[src/rtl/max3421e_spi_responder.sv]
// max3421e_spi_responder: SPI mode-0 slave modelling the MAX3421E register file, RCVFIFO and HIRQ/HIEN interrupt
module max3421e_spi_responder #(
  parameter int FIFO_DEPTH = 64,
  parameter int SYNC_STAGES = 2,
  parameter logic [4:0] RCVFIFO_ADDR = 5'd1,
  parameter logic [4:0] HIRQ_ADDR = 5'd25,
  parameter logic [4:0] HIEN_ADDR = 5'd26
) (
  input  logic       Clk,
  input  logic       Reset,
  input  logic       spi_sclk,
  input  logic       spi_ss_n,
  input  logic       spi_mosi,
  output logic       spi_miso,
  output logic       spi_miso_oe,
  input  logic       rx_push_valid,
  input  logic [7:0] rx_push_data,
  output logic       rx_push_ready,
  input  logic [7:0] irq_set,
  output logic       int_n,
  output logic       wr_strobe,
  output logic [4:0] wr_addr,
  output logic [7:0] wr_data
);
  localparam int AW = $clog2(FIFO_DEPTH);
  typedef enum logic [1:0] {IDLE, CMD, DATA} state_t;
  state_t state_q, state_d;
  logic [SYNC_STAGES-1:0] sclk_q, sclk_d, ss_q, ss_d, mosi_q, mosi_d;
  logic sclk_prev_q, sclk_prev_d, ss_prev_q, ss_prev_d;
  logic [2:0] bit_q, bit_d;
  logic [6:0] sh_q, sh_d;
  logic [7:0] miso_q, miso_d;
  logic [4:0] addr_q, addr_d, wr_addr_q, wr_addr_d;
  logic dir_q, dir_d, oe_q, oe_d, int_n_q, int_n_d, wr_strobe_q, wr_strobe_d;
  logic [7:0] wr_data_q, wr_data_d;
  logic [7:0] regs_q [32];
  logic [7:0] regs_d [32];
  logic [7:0] mem_q [FIFO_DEPTH];
  logic [7:0] mem_d [FIFO_DEPTH];
  logic [AW-1:0] rd_q, rd_d, wp_q, wp_d;
  logic [AW:0] cnt_q, cnt_d;
  logic sclk_s, ss_s, mosi_s, sclk_rise, sclk_fall, ss_rise, ss_fall;
  logic byte_end, wr_hit, load, pop, push;
  logic [7:0] byte_in, clr;
  assign sclk_s = sclk_q[SYNC_STAGES-1];
  assign ss_s = ss_q[SYNC_STAGES-1];
  assign mosi_s = mosi_q[SYNC_STAGES-1];
  assign sclk_rise = sclk_s & ~sclk_prev_q;
  assign sclk_fall = ~sclk_s & sclk_prev_q;
  assign ss_rise = ss_s & ~ss_prev_q;
  assign ss_fall = ~ss_s & ss_prev_q;
  assign byte_in = {sh_q, mosi_s};
  assign byte_end = state_q != IDLE && !ss_rise && sclk_rise && bit_q == 3'd7;
  assign wr_hit = byte_end && state_q == DATA && dir_q;
  assign load = state_q == DATA && !ss_rise && sclk_fall && bit_q == 3'd0;
  assign pop = load && !dir_q && addr_q == RCVFIFO_ADDR && cnt_q != '0;
  assign rx_push_ready = cnt_q != (AW+1)'(FIFO_DEPTH) || pop;
  assign push = rx_push_valid && rx_push_ready;
  assign clr = wr_hit && addr_q == HIRQ_ADDR ? byte_in : 8'h00;
  assign spi_miso = miso_q[7];
  assign spi_miso_oe = oe_q;
  assign int_n = int_n_q;
  assign wr_strobe = wr_strobe_q;
  assign wr_addr = wr_addr_q;
  assign wr_data = wr_data_q;
  always_comb begin
    sclk_d = SYNC_STAGES'({sclk_q, spi_sclk});
    ss_d = SYNC_STAGES'({ss_q, spi_ss_n});
    mosi_d = SYNC_STAGES'({mosi_q, spi_mosi});
    sclk_prev_d = sclk_s;
    ss_prev_d = ss_s;
    state_d = state_q;
    bit_d = bit_q;
    sh_d = sh_q;
    miso_d = miso_q;
    addr_d = addr_q;
    dir_d = dir_q;
    oe_d = oe_q;
    wr_strobe_d = 1'b0;
    wr_addr_d = wr_addr_q;
    wr_data_d = wr_data_q;
    regs_d = regs_q;
    mem_d = mem_q;
    rd_d = pop ? rd_q + AW'(1) : rd_q;
    wp_d = push ? wp_q + AW'(1) : wp_q;
    cnt_d = cnt_q + (AW+1)'(push) - (AW+1)'(pop);
    if (push) mem_d[wp_q] = rx_push_data;
    if (ss_rise) begin
      state_d = IDLE;
      oe_d = 1'b0;
      miso_d = 8'h00;
      bit_d = 3'd0;
    end else if (state_q == IDLE) begin
      if (ss_fall) begin
        state_d = CMD;
        oe_d = 1'b1;
        miso_d = regs_q[HIRQ_ADDR];
        bit_d = 3'd0;
      end
    end else begin
      if (sclk_rise) begin
        sh_d = byte_in[6:0];
        bit_d = bit_q + 3'd1;
      end
      if (byte_end && state_q == CMD) begin
        state_d = DATA;
        addr_d = byte_in[7:3];
        dir_d = byte_in[1];
      end
      if (wr_hit) begin
        wr_strobe_d = 1'b1;
        wr_addr_d = addr_q;
        wr_data_d = byte_in;
        if (addr_q != HIRQ_ADDR && addr_q != RCVFIFO_ADDR) regs_d[addr_q] = byte_in;
      end
      if (sclk_fall)
        miso_d = !load ? {miso_q[6:0], 1'b0} : dir_q ? 8'h00 :
                 addr_q != RCVFIFO_ADDR ? regs_q[addr_q] : pop ? mem_q[rd_q] : 8'h00;
    end
    regs_d[HIRQ_ADDR] = (regs_q[HIRQ_ADDR] & ~clr) | irq_set | {5'b0, cnt_d != '0, 2'b0};
    int_n_d = ~|(regs_q[HIRQ_ADDR] & regs_q[HIEN_ADDR]);
  end
  always_ff @(posedge Clk) begin
    if (Reset) begin
      sclk_q <= '0;
      ss_q <= '0;
      mosi_q <= '0;
      sclk_prev_q <= 1'b0;
      ss_prev_q <= 1'b0;
      state_q <= IDLE;
      bit_q <= '0;
      sh_q <= '0;
      miso_q <= '0;
      addr_q <= '0;
      dir_q <= 1'b0;
      oe_q <= 1'b0;
      wr_strobe_q <= 1'b0;
      wr_addr_q <= '0;
      wr_data_q <= '0;
      regs_q <= '{default: '0};
      mem_q <= '{default: '0};
      rd_q <= '0;
      wp_q <= '0;
      cnt_q <= '0;
      int_n_q <= 1'b1;
    end else begin
      sclk_q <= sclk_d;
      ss_q <= ss_d;
      mosi_q <= mosi_d;
      sclk_prev_q <= sclk_prev_d;
      ss_prev_q <= ss_prev_d;
      state_q <= state_d;
      bit_q <= bit_d;
      sh_q <= sh_d;
      miso_q <= miso_d;
      addr_q <= addr_d;
      dir_q <= dir_d;
      oe_q <= oe_d;
      wr_strobe_q <= wr_strobe_d;
      wr_addr_q <= wr_addr_d;
      wr_data_q <= wr_data_d;
      regs_q <= regs_d;
      mem_q <= mem_d;
      rd_q <= rd_d;
      wp_q <= wp_d;
      cnt_q <= cnt_d;
      int_n_q <= int_n_d;
    end
  end
endmodule

[config.mk]
export PLATFORM = sky130hd
export DESIGN_NAME = max3421e_spi_responder
export DESIGN_NICKNAME = d
export VERILOG_FILES = /design/src/rtl/max3421e_spi_responder.sv
export SDC_FILE = /design/constraint.sdc
export NUM_CORES = 2
export LEC_CHECK = 0
export ABC_AREA = 1
export BUFFER_PORTS_ARGS = -buffer_cell sky130_fd_sc_hd__clkbuf_2
export CAP_MARGIN = 20
export CORE_MARGIN = 3
export CORE_UTILIZATION = 45
export CTS_BUF_LIST = sky130_fd_sc_hd__clkbuf_4 sky130_fd_sc_hd__clkbuf_8 sky130_fd_sc_hd__clkbuf_16
export CTS_CLUSTER_SIZE = 10
export DETAILED_ROUTE_END_ITERATION = 8
export GPL_ROUTABILITY_DRIVEN = 0
export HOLD_SLACK_MARGIN = 0.03
export SLEW_MARGIN = 20
export SYNTH_ARGS = -nofsm -noshare
export SYNTH_HDL_FRONTEND = slang
export SYNTH_SLANG_ARGS = --single-unit
[constraint.sdc]
create_clock -name Clk -period 8.65 [get_ports Clk]
set_input_delay 1.73 -clock Clk [delete_from_list [all_inputs] [get_ports Clk]]
set_output_delay 1.73 -clock Clk [all_outputs]
set_load 0.005 [all_outputs]
==> impl_metrics.xml <==
<?xml version="1.0" encoding="UTF-8"?>
<metrics>
  <group name="floorplanning">
    <metric name="row_count" unit="">105</metric>
    <metric name="boundary_pin_count" unit="">40</metric>
    <metric name="floorplan.die_area" unit="mm²">0.0866</metric>
    <metric name="initial_core_util" unit="">0.455</metric>
    <metric name="die_h" unit="µm">294</metric>
    <metric name="chipWidth" unit="µm">294</metric>
    <metric name="coreArea" unit="mm²">0.0822</metric>
  </group>
  <group name="power">
    <metric name="cellPowerDensity" unit="mW/mm²">199</metric>
    <metric name="worst_vdd_rail_ir_drop" unit="V">0.000135</metric>
    <metric name="total_power" unit="W">0.00804</metric>
    <metric name="p_leak" unit="nW">14.1</metric>
  </group>
  <group name="timing">
    <metric name="setup_viol" unit="">0</metric>
    <metric name="setup_total_negative_slack" unit="ns">0</metric>
    <metric name="fraction_of_the_cycle_the_final_worst_path_needs" unit="">0.537</metric>
    <metric name="worst_pin_slew" unit="ns">1.13</metric>
    <metric name="fmax" unit="MHz">215</metric>
    <metric name="rsz0062_at_grt" unit="">no</metric>
    <metric name="max_slew_margin" unit="">0.244</metric>
    <metric name="clock-skew-final" unit="ns">0.0207</metric>
    <metric name="final_hold_violations" unit="">0</metric>
    <metric name="slew_violations" unit="">0</metric>
    <metric name="post-route-min-period" unit="ns">4.64</metric>
  </group>
  <group name="logic_synthesis">
    <metric name="most_area_hungry_cell_type_in_the_yosys_netlist" unit="">sky130_fd_sc_hd__dfxtp_1</metric>
    <metric name="synth_seq_cells" unit="">837</metric>
    <metric name="synth.yosys.warnings" unit="">0</metric>
    <metric name="postSynthNetCount" unit="">5414</metric>
    <metric name="synth_cell_type_count" unit="">38</metric>
    <metric name="yosysSeqAreaShare" unit="">0.448</metric>
    <metric name="synth_largest_type_area_fraction" unit="">0.448</metric>
    <metric name="post_synth.cell_area_avg" unit="µm²">6.96</metric>
    <metric name="post_synth_main_area_contributors" unit="">sky130_fd_sc_hd__dfxtp_1, sky130_fd_sc_hd__nand2_1, sky130_fd_sc_hd__nand3_1, sky130_fd_sc_hd__a21oi_1, sky130_fd_sc_hd__o21ai_0</metric>
    <metric name="synthesis.instances" unit="">5377</metric>
    <metric name="synthesis.area" unit="mm²">0.0374</metric>
  </group>
  <group name="critical_path">
    <metric name="critical_path.cell_chain" unit="">nor2_1 -&gt; inv_1 -&gt; nor2_1 -&gt; nand2_1 -&gt; nor2_1 -&gt; nand2_1 -&gt; nand2_1 -&gt; clkbuf_2</metric>
    <metric name="cp_data_arrival_time" unit="ns">2.91</metric>
    <metric name="worst_ep_required_time" unit="ns">6.92</metric>
    <metric name="rr_startpoint" unit="">addr_q[4]$_SDFFE_PP0P_</metric>
    <metric name="crit_path_start_kind" unit="">flop</metric>
    <metric name="critical_path.endpoint_type" unit="">output port</metric>
    <metric name="reg2reg_depth" unit="">18</metric>
    <metric name="regToRegEndpoint" unit="">regs_q[50]$_SDFF_PP0_</metric>
    <metric name="max_incr_delay_on_cp" unit="ns">0.59</metric>
    <metric name="criticalPathCategory" unit="">flop to output port</metric>
    <metric name="reg2reg_setup_slack" unit="ns">4.25</metric>
    <metric name="timing.critical_path.slowest_stage_cell" unit="">sky130_fd_sc_hd__nor2_1</metric>
    <metric name="cp_max_fo" unit="">12</metric>
  </group>
  <group name="placement">
    <metric name="number_of_i_o_port_buffers" unit="">39</metric>
    <metric name="dp.final_hpwl" unit="mm">70.6</metric>
  </group>
  <group name="route">
    <metric name="drt-initial-drc-count" unit="">3902</metric>
    <metric name="detailroute.via_count" unit="">35527</metric>
    <metric name="drt_pass1_iterations" unit="">6</metric>
    <metric name="routed_wire_length_per_instance" unit="µm">19.9</metric>
    <metric name="postRouteAntennaNets" unit="">0</metric>
    <metric name="drc_errors" unit="">0</metric>
    <metric name="drt_wl_total" unit="mm">124</metric>
    <metric name="routed_via_density" unit="">5.71</metric>
  </group>
  <group name="final_layout">
    <metric name="insertedDiodeCount" unit="">0</metric>
    <metric name="finish.net_count" unit="">5160</metric>
    <metric name="layout-area-overhead-vs-synth" unit="%">8.27</metric>
    <metric name="fill_cells" unit="">8317</metric>
    <metric name="layout-drive-gt1-share" unit="">0.0547</metric>
  </group>
  <group name="global_routing">
    <metric name="grt_antenna_before_repair" unit="">1</metric>
    <metric name="track_usage" unit="">0.278</metric>
    <metric name="overflow" unit="">0</metric>
    <metric name="groute.layer.met2.usage" unit="">0.410</metric>
    <metric name="grt_first_pass_wirelength" unit="mm">193</metric>
    <metric name="grt_max_degree" unit="">203</metric>
    <metric name="grtUsageMet3" unit="">0.0368</metric>
    <metric name="grt_pass1_vias" unit="">31913</metric>
    <metric name="top_usage_layer" unit="">met1</metric>
    <metric name="gr-usage-met1" unit="">0.426</metric>
  </group>
  <group name="clock_network">
    <metric name="clock_tree_from_tritoncts" unit="">yes</metric>
    <metric name="root_buffer" unit="">sky130_fd_sc_hd__clkbuf_16</metric>
    <metric name="clk_pin_slew" unit="ns">0.06</metric>
    <metric name="max-clock-path-buffers" unit="">3</metric>
    <metric name="cts.sink_count" unit="">837</metric>
    <metric name="hold_fix_buffers_cts" unit="">0</metric>
    <metric name="cts-htree-levels" unit="">3</metric>
    <metric name="ctsResizeCount" unit="">0</metric>
    <metric name="numCtsBuffers" unit="">96</metric>
    <metric name="post_cts_buffers" unit="">0</metric>
    <metric name="insertion_delay" unit="ns">0.65</metric>
  </group>
  <group name="run_status">
    <metric name="status" unit="">finished, final reports clean</metric>
  </group>
  <group name="run">
    <metric name="timing.max_cap.violations" unit="">0</metric>
  </group>
  <group name="hold_path">
    <metric name="timing.hold.worst_path_depth" unit="">2</metric>
    <metric name="min_from" unit="">mosi_q[0]$_SDFF_PP0_</metric>
    <metric name="worst_hold_path_type" unit="">flop to flop</metric>
    <metric name="worstHoldEndpoint" unit="">mosi_q[1]$_SDFF_PP0_</metric>
  </group>
</metrics>
==> cell usage after synthesis (all sizes together) <==
master and instances:
clkinv 5, a22oi 2, and3 1, xnor2 2
nand4 6, nand2 1222, a221oi 2, dfxtp 837
clkbuf 371, o21bai 1, fa 1, nor2 262
o21ai 408, nor3 22, a21oi 718, a31oi 28
xor2 4, inv 409, buf 82, ha 14
nor3b 1, nand3 752, or2 4, o211ai 4
a211oi 154, o22ai 65
==> cell type report <==
class | instances | area, µm² | area share
multi-input combinational | 3673 | 17400 | 0.430
tap | 1070 | 1340 | 0.0331
clock buffer | 118 | 2610 | 0.0643
inverter | 414 | 1570 | 0.0387
clock inverter | 9 | 93.8 | 0.00232
sequential | 837 | 16800 | 0.414
timing repair buffer | 101 | 701 | 0.0173
==> state kept, by name, indices dropped and copies added (netlist names) <==
signal	cells
sh_q	7
addr_q	5
state_q	2
regs_q	256
wr_addr	5
spi_miso_oe	1
int_n	1
sclk_q	2
ss_q	2
miso_q	8
wr_strobe	1
mosi_q	2
wp_q	6
ss_prev_q	1
mem_q	512
rd_q	6
sclk_prev_q	1
dir_q	1
cnt_q	7
bit_q	3
wr_data	8
==> how the worst max path moves through the flow <==
stage	cells after the start	slack [ns]	start	end
3_5_place_dp	18	4.00	addr_q[4]$_SDFFE_PP0P_	regs_q[50]$_SDFF_PP0_
4_1_cts	18	3.96	addr_q[4]$_SDFFE_PP0P_	regs_q[50]$_SDFF_PP0_
3_3_place_gp	18	4.07	addr_q[4]$_SDFFE_PP0P_	regs_q[50]$_SDFF_PP0_
5_1_grt	21	3.76	addr_q[4]$_SDFFE_PP0P_	regs_q[50]$_SDFF_PP0_
2_1_floorplan	15	4.85	rx_push_valid	regs_q[50]$_SDFF_PP0_
6_report	8	4.01	addr_q[4]$_SDFFE_PP0P_	rx_push_ready
==> power breakdown <==
part / internal, W / switching, W / total (W)
Sequential: 0.00389 / 0.0000255 / 0.00391
Clock: 0.00209 / 0.00158 / 0.00367
Combinational: 0.000111 / 0.000342 / 0.000453
Total: 0.00609 / 0.00195 / 0.00804
==> metal layers <==
| metal | part of all wire | vias to the layer above |
|---|---|---|
| met5 | 0 | - |
| met4 | 0.020 | 0 |
| met3 | 0.079 | 179 |
| met2 | 0.43 | 1313 |
| met1 | 0.47 | 16660 |
| li1 | - | 17375 |
==> worst max-delay path, delay by kind of cell (launching register included) <==
kind	cells	cell delay [ns]
buffers and inverters	2	0.25
and+or+nand+nor	6	1.67
DFF	1	0.34
==> kinds of logic after synthesis <==
| group | after synthesis | synth area share |
|---|---|---|
| buffers and inverters | 867 | 0.0891 |
| XOR/XNOR | 6 | 0.00140 |
| AO/OA/AOI/OAI | 1382 | 0.199 |
| AND/OR/NAND/NOR | 2270 | 0.257 |
| adder cells (fa/ha/maj) | 15 | 0.00522 |
| flip-flops | 837 | 0.448 |
==> per-stage QoR <==
step,setup WS (ns),area (µm²),instances,hold slack [ns],utilization
2_1_floorplan,4.85,37400,5377,0.388,-
5_1_grt,3.76,40500,6222,0.425,0.493
3_5_place_dp,4.00,37800,6095,0.409,0.460
4_1_cts,3.96,40500,6222,0.418,0.492
6_report,4.01,40500,6222,0.411,0.493
3_3_place_gp,4.07,37800,6094,0.406,0.460
==> cells in the final DEF (no fill, tap or decap), types with 12 or more instances in the layout <==
master / Yosys / routed
sky130_fd_sc_hd__nand3_1: 752 / 752
sky130_fd_sc_hd__nor2_4: 4 / 14
sky130_fd_sc_hd__buf_4: 6 / 62
sky130_fd_sc_hd__a31oi_1: 28 / 28
sky130_fd_sc_hd__o22ai_1: 65 / 65
sky130_fd_sc_hd__nand2_1: 1215 / 1212
sky130_fd_sc_hd__clkbuf_16: 0 / 96
sky130_fd_sc_hd__ha_1: 14 / 14
sky130_fd_sc_hd__a21oi_1: 718 / 718
sky130_fd_sc_hd__inv_1: 404 / 402
sky130_fd_sc_hd__clkbuf_4: 0 / 16
sky130_fd_sc_hd__a211oi_1: 154 / 154
sky130_fd_sc_hd__clkbuf_2: 0 / 30
sky130_fd_sc_hd__nor3_1: 18 / 12
sky130_fd_sc_hd__o21ai_0: 404 / 404
sky130_fd_sc_hd__dfxtp_1: 837 / 833
sky130_fd_sc_hd__nor2_1: 254 / 245
Note: power is estimated with default switching activity, not from simulation.
